## src/rtl/instr_sequencer_if.sv

```systemverilog
// Control bundle between the instruction sequencer and the datapath.
// The slave side is the sequencer; the master side is the datapath or a bench.
interface instr_sequencer_if #(parameter int OPW = 5);
  logic           run;
  logic [31:0]    ir;
  logic           mem_ready;
  logic           PCout, Zlowout, MDRout, Rout;
  logic           MARIn, ZIn, PCIn, MDRIn, IRIn, YIn, Rin;
  logic           IncPC, read;
  logic [3:0]     reg_sel;
  logic [OPW-1:0] alu_op;
  logic           halted, fault;
  logic [15:0]    instr_count;

  modport slave (
    input  run, ir, mem_ready,
    output PCout, Zlowout, MDRout, Rout, MARIn, ZIn, PCIn, MDRIn, IRIn, YIn, Rin,
           IncPC, read, reg_sel, alu_op, halted, fault, instr_count
  );

  modport master (
    output run, ir, mem_ready,
    input  PCout, Zlowout, MDRout, Rout, MARIn, ZIn, PCIn, MDRIn, IRIn, YIn, Rin,
           IncPC, read, reg_sel, alu_op, halted, fault, instr_count
  );
endinterface

```

## src/rtl/instr_sequencer.sv

```systemverilog
// Hardwired fetch/execute sequencer for register-register ALU instructions.
//
// state  | meaning
// IDLE   | waiting for run
// T0     | PC to MAR, Z <= PC+1
// T1     | memory read; waits for mem_ready, PC <= Z on exit
// T2     | MDR to IR
// T3     | decode; Y <= R[Rb], or complete nop/halt
// T4     | Z <= Y op R[Rc]
// T5     | R[Ra] <= Z, complete
// HALTED | sticky after halt
// FAULT  | sticky after memory wait timeout
module instr_sequencer #(
  parameter int OPW      = 5,
  parameter int WAIT_MAX = 8
) (
  input logic clk,
  input logic reset,
  instr_sequencer_if.slave bus
);
  localparam int WW = (WAIT_MAX > 2) ? $clog2(WAIT_MAX) : 1;
  localparam logic [WW-1:0]  WAIT_LAST = WW'(WAIT_MAX - 1);
  localparam logic [OPW-1:0] OP_ADD  = OPW'(5'b00011);
  localparam logic [OPW-1:0] OP_SUB  = OPW'(5'b00100);
  localparam logic [OPW-1:0] OP_AND  = OPW'(5'b01001);
  localparam logic [OPW-1:0] OP_OR   = OPW'(5'b01010);
  localparam logic [OPW-1:0] OP_HALT = OPW'(5'b11011);

  typedef enum logic [3:0] {IDLE, T0, T1, T2, T3, T4, T5, HALTED, FAULT} state_t;

  state_t          state, state_nx;
  logic [WW-1:0]   wait_cnt;
  logic [15:0]     count_q;
  logic            complete;
  logic [OPW-1:0]  opcode;
  logic [3:0]      ra, rb, rc;
  logic            unused_ir;

  assign opcode    = bus.ir[31 -: OPW];
  assign ra        = bus.ir[26:23];
  assign rb        = bus.ir[22:19];
  assign rc        = bus.ir[18:15];
  assign unused_ir = ^bus.ir[14:0];
  assign bus.instr_count = count_q;

  always_ff @(posedge clk or posedge reset) begin
    if (reset) begin
      state    <= IDLE;
      wait_cnt <= '0;
      count_q  <= '0;
    end else begin
      state    <= state_nx;
      wait_cnt <= (state == T1 && !bus.mem_ready) ? wait_cnt + WW'(1) : '0;
      if (complete) count_q <= count_q + 16'd1;
    end
  end

  always_comb begin
    state_nx    = state;
    complete    = 1'b0;
    bus.PCout   = 1'b0;
    bus.Zlowout = 1'b0;
    bus.MDRout  = 1'b0;
    bus.Rout    = 1'b0;
    bus.MARIn   = 1'b0;
    bus.ZIn     = 1'b0;
    bus.PCIn    = 1'b0;
    bus.MDRIn   = 1'b0;
    bus.IRIn    = 1'b0;
    bus.YIn     = 1'b0;
    bus.Rin     = 1'b0;
    bus.IncPC   = 1'b0;
    bus.read    = 1'b0;
    bus.reg_sel = 4'd0;
    bus.alu_op  = '0;
    bus.halted  = 1'b0;
    bus.fault   = 1'b0;
    case (state)
      IDLE: if (bus.run) state_nx = T0;
      T0: begin
        bus.PCout = 1'b1;
        bus.MARIn = 1'b1;
        bus.IncPC = 1'b1;
        bus.ZIn   = 1'b1;
        state_nx  = T1;
      end
      T1: begin
        bus.Zlowout = 1'b1;
        bus.read    = 1'b1;
        bus.MDRIn   = 1'b1;
        if (bus.mem_ready) begin
          bus.PCIn = 1'b1;
          state_nx = T2;
        end else if (wait_cnt == WAIT_LAST) begin
          state_nx = FAULT;
        end
      end
      T2: begin
        bus.MDRout = 1'b1;
        bus.IRIn   = 1'b1;
        state_nx   = T3;
      end
      T3: begin
        if (opcode == OP_ADD || opcode == OP_SUB || opcode == OP_AND || opcode == OP_OR) begin
          bus.Rout    = 1'b1;
          bus.YIn     = 1'b1;
          bus.reg_sel = rb;
          state_nx    = T4;
        end else if (opcode == OP_HALT) begin
          complete = 1'b1;
          state_nx = HALTED;
        end else begin
          // unknown opcodes retire as nop
          complete = 1'b1;
          state_nx = bus.run ? T0 : IDLE;
        end
      end
      T4: begin
        bus.Rout    = 1'b1;
        bus.ZIn     = 1'b1;
        bus.reg_sel = rc;
        bus.alu_op  = opcode;
        state_nx    = T5;
      end
      T5: begin
        bus.Zlowout = 1'b1;
        bus.Rin     = 1'b1;
        bus.reg_sel = ra;
        complete    = 1'b1;
        state_nx    = bus.run ? T0 : IDLE;
      end
      HALTED: bus.halted = 1'b1;
      FAULT:  bus.fault  = 1'b1;
      default: state_nx = IDLE;
    endcase
  end
endmodule

```

## src/flat_wrapper.sv

```systemverilog
// flat-port wrapper written by rule: the top's interface ports become plain ports
module instr_sequencer_flat 
#(
  parameter int OPW      = 5,
  parameter int WAIT_MAX = 8
)
  (clk, reset, bus_run, bus_ir, bus_mem_ready, bus_PCout, bus_Zlowout, bus_MDRout, bus_Rout, bus_MARIn, bus_ZIn, bus_PCIn, bus_MDRIn, bus_IRIn, bus_YIn, bus_Rin, bus_IncPC, bus_read, bus_reg_sel, bus_alu_op, bus_halted, bus_fault, bus_instr_count);
  instr_sequencer_if #(.OPW(OPW)) bus_i ();
  input logic clk;
  input logic reset;
  input wire logic [$bits(bus_i.run)-1:0] bus_run;
  input wire logic [$bits(bus_i.ir)-1:0] bus_ir;
  input wire logic [$bits(bus_i.mem_ready)-1:0] bus_mem_ready;
  output wire logic [$bits(bus_i.PCout)-1:0] bus_PCout;
  output wire logic [$bits(bus_i.Zlowout)-1:0] bus_Zlowout;
  output wire logic [$bits(bus_i.MDRout)-1:0] bus_MDRout;
  output wire logic [$bits(bus_i.Rout)-1:0] bus_Rout;
  output wire logic [$bits(bus_i.MARIn)-1:0] bus_MARIn;
  output wire logic [$bits(bus_i.ZIn)-1:0] bus_ZIn;
  output wire logic [$bits(bus_i.PCIn)-1:0] bus_PCIn;
  output wire logic [$bits(bus_i.MDRIn)-1:0] bus_MDRIn;
  output wire logic [$bits(bus_i.IRIn)-1:0] bus_IRIn;
  output wire logic [$bits(bus_i.YIn)-1:0] bus_YIn;
  output wire logic [$bits(bus_i.Rin)-1:0] bus_Rin;
  output wire logic [$bits(bus_i.IncPC)-1:0] bus_IncPC;
  output wire logic [$bits(bus_i.read)-1:0] bus_read;
  output wire logic [$bits(bus_i.reg_sel)-1:0] bus_reg_sel;
  output wire logic [$bits(bus_i.alu_op)-1:0] bus_alu_op;
  output wire logic [$bits(bus_i.halted)-1:0] bus_halted;
  output wire logic [$bits(bus_i.fault)-1:0] bus_fault;
  output wire logic [$bits(bus_i.instr_count)-1:0] bus_instr_count;
  assign bus_i.run = bus_run;
  assign bus_i.ir = bus_ir;
  assign bus_i.mem_ready = bus_mem_ready;
  assign bus_PCout = bus_i.PCout;
  assign bus_Zlowout = bus_i.Zlowout;
  assign bus_MDRout = bus_i.MDRout;
  assign bus_Rout = bus_i.Rout;
  assign bus_MARIn = bus_i.MARIn;
  assign bus_ZIn = bus_i.ZIn;
  assign bus_PCIn = bus_i.PCIn;
  assign bus_MDRIn = bus_i.MDRIn;
  assign bus_IRIn = bus_i.IRIn;
  assign bus_YIn = bus_i.YIn;
  assign bus_Rin = bus_i.Rin;
  assign bus_IncPC = bus_i.IncPC;
  assign bus_read = bus_i.read;
  assign bus_reg_sel = bus_i.reg_sel;
  assign bus_alu_op = bus_i.alu_op;
  assign bus_halted = bus_i.halted;
  assign bus_fault = bus_i.fault;
  assign bus_instr_count = bus_i.instr_count;
  instr_sequencer #(.OPW(OPW), .WAIT_MAX(WAIT_MAX)) u_core (.clk(clk), .reset(reset), .bus(bus_i));
endmodule
```

## config.mk

```make
export PLATFORM = sky130hd
export DESIGN_NAME = instr_sequencer_flat
export DESIGN_NICKNAME = d
export VERILOG_FILES = /design/src/rtl/instr_sequencer_if.sv /design/src/rtl/instr_sequencer.sv /design/src/flat_wrapper.sv
export SDC_FILE = /design/constraint.sdc
export NUM_CORES = 1
export LEC_CHECK = 0
export CAP_MARGIN = 30
export CELL_PAD_IN_SITES_DETAIL_PLACEMENT = 0
export CELL_PAD_IN_SITES_GLOBAL_PLACEMENT = 2
export CORE_UTILIZATION = 21
export DETAILED_ROUTE_END_ITERATION = 8
export GPL_ROUTABILITY_DRIVEN = 0
export HOLD_SLACK_MARGIN = 0.08
export MAX_ROUTING_LAYER = met4
export PLACE_DENSITY_LB_ADDON = 0.1
export RECOVER_POWER = 25
export SLEW_MARGIN = 40
export SYNTH_ARGS = -nofsm -noshare
export SYNTH_HDL_FRONTEND = slang
export SYNTH_SLANG_ARGS = --single-unit
```

## constraint.sdc

```tcl
create_clock -name clk -period 2.89 [get_ports clk]
set_input_delay 0.867 -clock clk [delete_from_list [all_inputs] [get_ports clk]]
set_output_delay 0.867 -clock clk [all_outputs]
set_load 0.03 [all_outputs]
```

-- Yosys cells after proc, flatten, opt, wreduce, memory -nomap -nowiden
Cells that the tools add are included.
- add/subtract/negate cells: 2
- eq/ne operators: 16
- multiplexer cells: 26
- bitwise gates (word level): 1
- reductions and logical operators: 10
- operator list (operator ; count):
    one-hot mux 4 bit (8 select lines) ; 1
    2-to-1 mux 4 bit ; 6
    adder 16 x 1 -> 16 bit, second input constant ; 1
    equality test 4 x 3 -> 1 bit, second input constant ; 4
    2-to-1 mux 1 bit ; 14
    one-hot mux 4 bit (3 select lines) ; 1
    equality test 5 x 4 -> 1 bit, second input constant ; 2
    equality test 4 x 2 -> 1 bit, second input constant ; 2
    OR reduction 2 bit ; 3
    equality test 5 x 2 -> 1 bit, second input constant ; 1
    equality test 5 x 3 -> 1 bit, second input constant ; 1
    equality test 5 bit, second input constant ; 1
    2-to-1 mux 5 bit ; 1
    equality test 4 x 1 -> 1 bit, second input constant ; 1
    equality test 4 bit, second input constant ; 1
    logical NOT 4 bit ; 1
    one-hot mux 1 bit (2 select lines) ; 2
    adder 3 x 1 -> 3 bit, second input constant ; 1
    equality test 3 bit, second input constant ; 1
    logical OR 1 bit ; 3
    2-to-1 mux 3 bit ; 1
    != test 3 bit, second input constant ; 1
    AND reduction 3 bit ; 1
    != test 2 bit, second input constant ; 1
    other kinds (3) ; 3
- flip-flop bits (word level): 23

-- Logic depth before layout (Yosys ltp)
- depth after elaboration: 6
- mapped depth: 7
- gate-level depth less buffers: 7

-- Least setup slack after synthesis
No wires, ideal clock.
- kind: input port to output port
- start: input bus_ir[27]
- end: output bus_reg_sel[0]
- data arrival time: 2.121 ns
- data required time: 2.023 ns
- path slack: -0.098 ns
- cell stages on the path: 7
- path buffers: 0
- cells stage by stage: nor4b_2 a211oi_4 nor3_4 nand2_2 inv_2 nand2_1 nand2_1
- cells in the longest elaborated chain, start to end: 6
- elaborated cells on any way between the ends: 9
- ends and longest elaborated chain (element ; RTL line ; source):
    start, declared ; flat_wrapper.sv:12 ; input wire logic [$bits(bus_i.ir)-1:0] bus_ir;
    equality test 5 x 2 -> 1 bit or equality test 5 x 3 -> 1 bit (tied branches) ; instr_sequencer.sv:104 ; if (opcode == OP_ADD || opcode == OP_SUB || opcode == OP_AND || opcode == OP_OR) begin
    logical OR 1 bit (2 in a row) ; instr_sequencer.sv:104 ;
    logical OR 1 bit (*) ; instr_sequencer.sv:104 ;
    2-to-1 mux 4 bit (*) ; instr_sequencer.sv:104 ;
    one-hot mux 4 bit (3 select lines) (*) ; instr_sequencer.sv:78 ; case (state)
    end, declared ; flat_wrapper.sv:27 ; output wire logic [$bits(bus_i.reg_sel)-1:0] bus_reg_sel;
Every way passes the cells marked *; elsewhere a longest branch is shown, timed or not.

-- Final worst setup path
- start: input bus_ir[29]
- end: output bus_YIn
- cells in the longest elaborated chain, start to end: 6
- elaborated cells on any way between the ends: 9
- ends and longest elaborated chain (element ; RTL line ; source):
    equality test 5 x 2 -> 1 bit or equality test 5 x 3 -> 1 bit (tied branches) ; instr_sequencer.sv:104 ;
    logical OR 1 bit (2 in a row) ; instr_sequencer.sv:104 ;
    logical OR 1 bit (*) ; instr_sequencer.sv:104 ;
    2-to-1 mux 1 bit (*) ; instr_sequencer.sv:104 ;
    2-to-1 mux 1 bit (*) ; instr_sequencer.sv:78 ;
    end, declared ; flat_wrapper.sv:23 ; output wire logic [$bits(bus_i.YIn)-1:0] bus_YIn;
Marked as above.

==> results.toml <==
[sta]
setup_violations = 4
rsz0062_at_grt = "yes"
worst_pin_slew_ns = 1.28
clock_skew_ns = 0.00292
hold_viol = 0
slew_viol_final = 0
post-route-min-period_ns = 2.91
worst_slack_ns = -0.0166
fmax_ghz = 0.344
slew_headroom = 0.150
post-route-period-util = 1.01

[placed_design]
port_buffers = 60
place_inst = 298
post_dp_cell_area_um2 = 2200
pre_cts_ws_ns = -0.549
dp_hpwl_um = 3140

[clock_tree]
clock_sink_count = 23
cts_hold_buf = 0
htreeDepth = 1
cts.clk_slew.worst_paths_ns = 0.08
cts_tree = "yes"
cts-root-buf = "clkbuf_8"
clk_latency_ns = 0.27
numCtsBuffers = 3
clk_path_buf_depth = 2

[power]
powerDensity_nw_per_um2 = 751
leakagePower_nw = 1.10
vdd_drop_max_v = 0.000330
design_power_total_w = 0.00176

[detailed_routing]
detail-route-antenna-nets = 0
via_count = 1366
routed_wirelength_um = 4030
drt-vias-per-instance = 4.48
wl_per_cell_um = 13.2
drc = 4
first_pass_iters = 7
dr.first_iter.drc_count = 20

[finish]
regArea_um2 = 577
layout-drive-gt1-share = 0.250
syn_to_final_growth_pct = 64.8
nets = 268
multi_input_area_um2 = 851
final_design_area_no_fill_um2 = 2350
diodes = 0
fill_cells = 651
layout.cells.non_filler = 305
utilization = 0.363

[critical_path]
worst_setup_path_start_kind = "primary input"
critical_path.max_fanout = 6
critPathArrivalTime_ns = 2.04
required_ns = 2.02
criticalPathCategory = "in -> out"
cp-end-kind = "output pin"

[grt]
grt_max_degree = 24
grt_pass1_wl_um = 6800
antenna_found_initial = 0
grt_pass1_vias = 1453
grt_remaining_overflow = 0
grtUsageTotal = 0.124

[status]
violations = "DRC, setup timing"
status = "finished with violations"

[yosys]
synth-edff-count = 0
ys.flop_type = "dfrtp_1"
synth.most_common_cell = "dfrtp_1"
async_flop_share = 1.00
avgSynthCellArea_um2 = 9.31
synth.distinct_cells = 39
synth_area_um2 = 1420
synth_commonest_cells = "dfrtp_1 (23), nand2_1 (16), nor2_1 (15), xor2_1 (13), nor3_1 (10)"
seq_area_frac_synth = 0.404
synthCells = 153
synth_top_area_share = 0.404
syn_nets = 192
yosys.area.top_type = "dfrtp_1"
synth-seq-cells = 23
yosys-top-cells-area = "dfrtp_1 (40%), xor2_1 (8.0%), nand2_1 (4.2%)"
ys_warn_count = 0

[floorplanning]
die_x_um = 84.3
start_util = 0.220
rows = 29
core_um2 = 6460
top_level_ports = 76
die_area_um2 = 7110
die_h_um = 84.3

[run]
cap_violations = 0

[hold_path]
hp-class = "reg -> reg"
## timing repair
action                                  CTS  global route
pin swaps                                 9             5
endpoints found under the setup margin   14            10
buffers inserted                          2             1
resized for setup                        44            10
## power by group
part	internal, W	total (W)	switching, W	leakage, nW
combinational	0.000426	0.00104	0.000615	0.799
clock	0.0000986	0.000205	0.000106	0.0228
sequential	0.000400	0.000515	0.000115	0.278
## registers in the layout (all words and copies together), names as in the netlist
register                count
u_core.bus.instr_count     16
u_core.wait_cnt             3
u_core.state                4
## metrics by stage
step           hold slack, ns  TNS (ns)
4_1_cts                 0.439    -0.411
3_5_place_dp            0.427     -3.07
3_3_place_gp            0.422     -2.91
2_1_floorplan           0.410         0
5_1_grt                 0.457    -0.443
6_report                0.434   -0.0411
## cells by family after synthesis
logic type,count (synthesis),share of synthesized area
AND/OR/NAND/NOR,78,0.309
flip-flops,23,0.404
multiplexers,2,0.0149
XOR/XNOR,16,0.0984
adder cells (fa/ha/maj),3,0.0264
AO/OA/AOI/OAI,16,0.0949
buffers and inverters,15,0.0518
## layout by cell type, fill, tap and decap left out, types with 4 or more instances in the layout
cell             instances
buf_8                    4
clkdlybuf4s50_1         35
a22oi_1                  4
nand2_1                  8
inv_1                    7
nand2_4                  8
nor3_1                  10
nand4_1                  4
nor2_1                  15
buf_4                   24
buf_6                    5
and2_1                   7
dfrtp_1                 22
xor2_1                  13
dlygate4sd2_1            5
nand3_1                  7
## routing by layer
metal,GRT usage,vias up,share of wire
met5,-,-,0
met3,0.0138,4,0.045
met1,0.143,645,0.44
li1,-,673,-
met4,0.0462,0,0.015
met2,0.221,44,0.50
## path summary, 6_finish.rpt
path,from,endpoint,slack [ns],cells past startpoint
min in group asynchronous,reset,u_core.bus.instr_count[13],1.46,3
max,bus_ir[29],bus_YIn,-0.02,8
max in group asynchronous,reset,u_core.state[2],0.60,3
min,u_core.wait_cnt[0],u_core.wait_cnt[0],0.43,1
max reg2reg,u_core.state[2],u_core.bus.instr_count[12],0.96,6
min reg2reg,u_core.wait_cnt[0],u_core.wait_cnt[0],0.43,1
## layout make-up
cell class	count	share of cell area
Timing Repair Buffer	78	0.316
Clock buffer	4	0.0192
Sequential cell	23	0.246
Inverter	8	0.0149
Tap cell	77	0.0411
Multi-Input combinational cell	115	0.363
## critical path, cell delays in order
cell and delay [ns]:
buf_8 0.08, and4bb_4 0.23, a211oi_4 0.28, nor3_4 0.08, nand2_2 0.11, clkinv_4 0.11, buf_4 0.15, buf_6 0.13
Power figures use the tool's default switching activity.
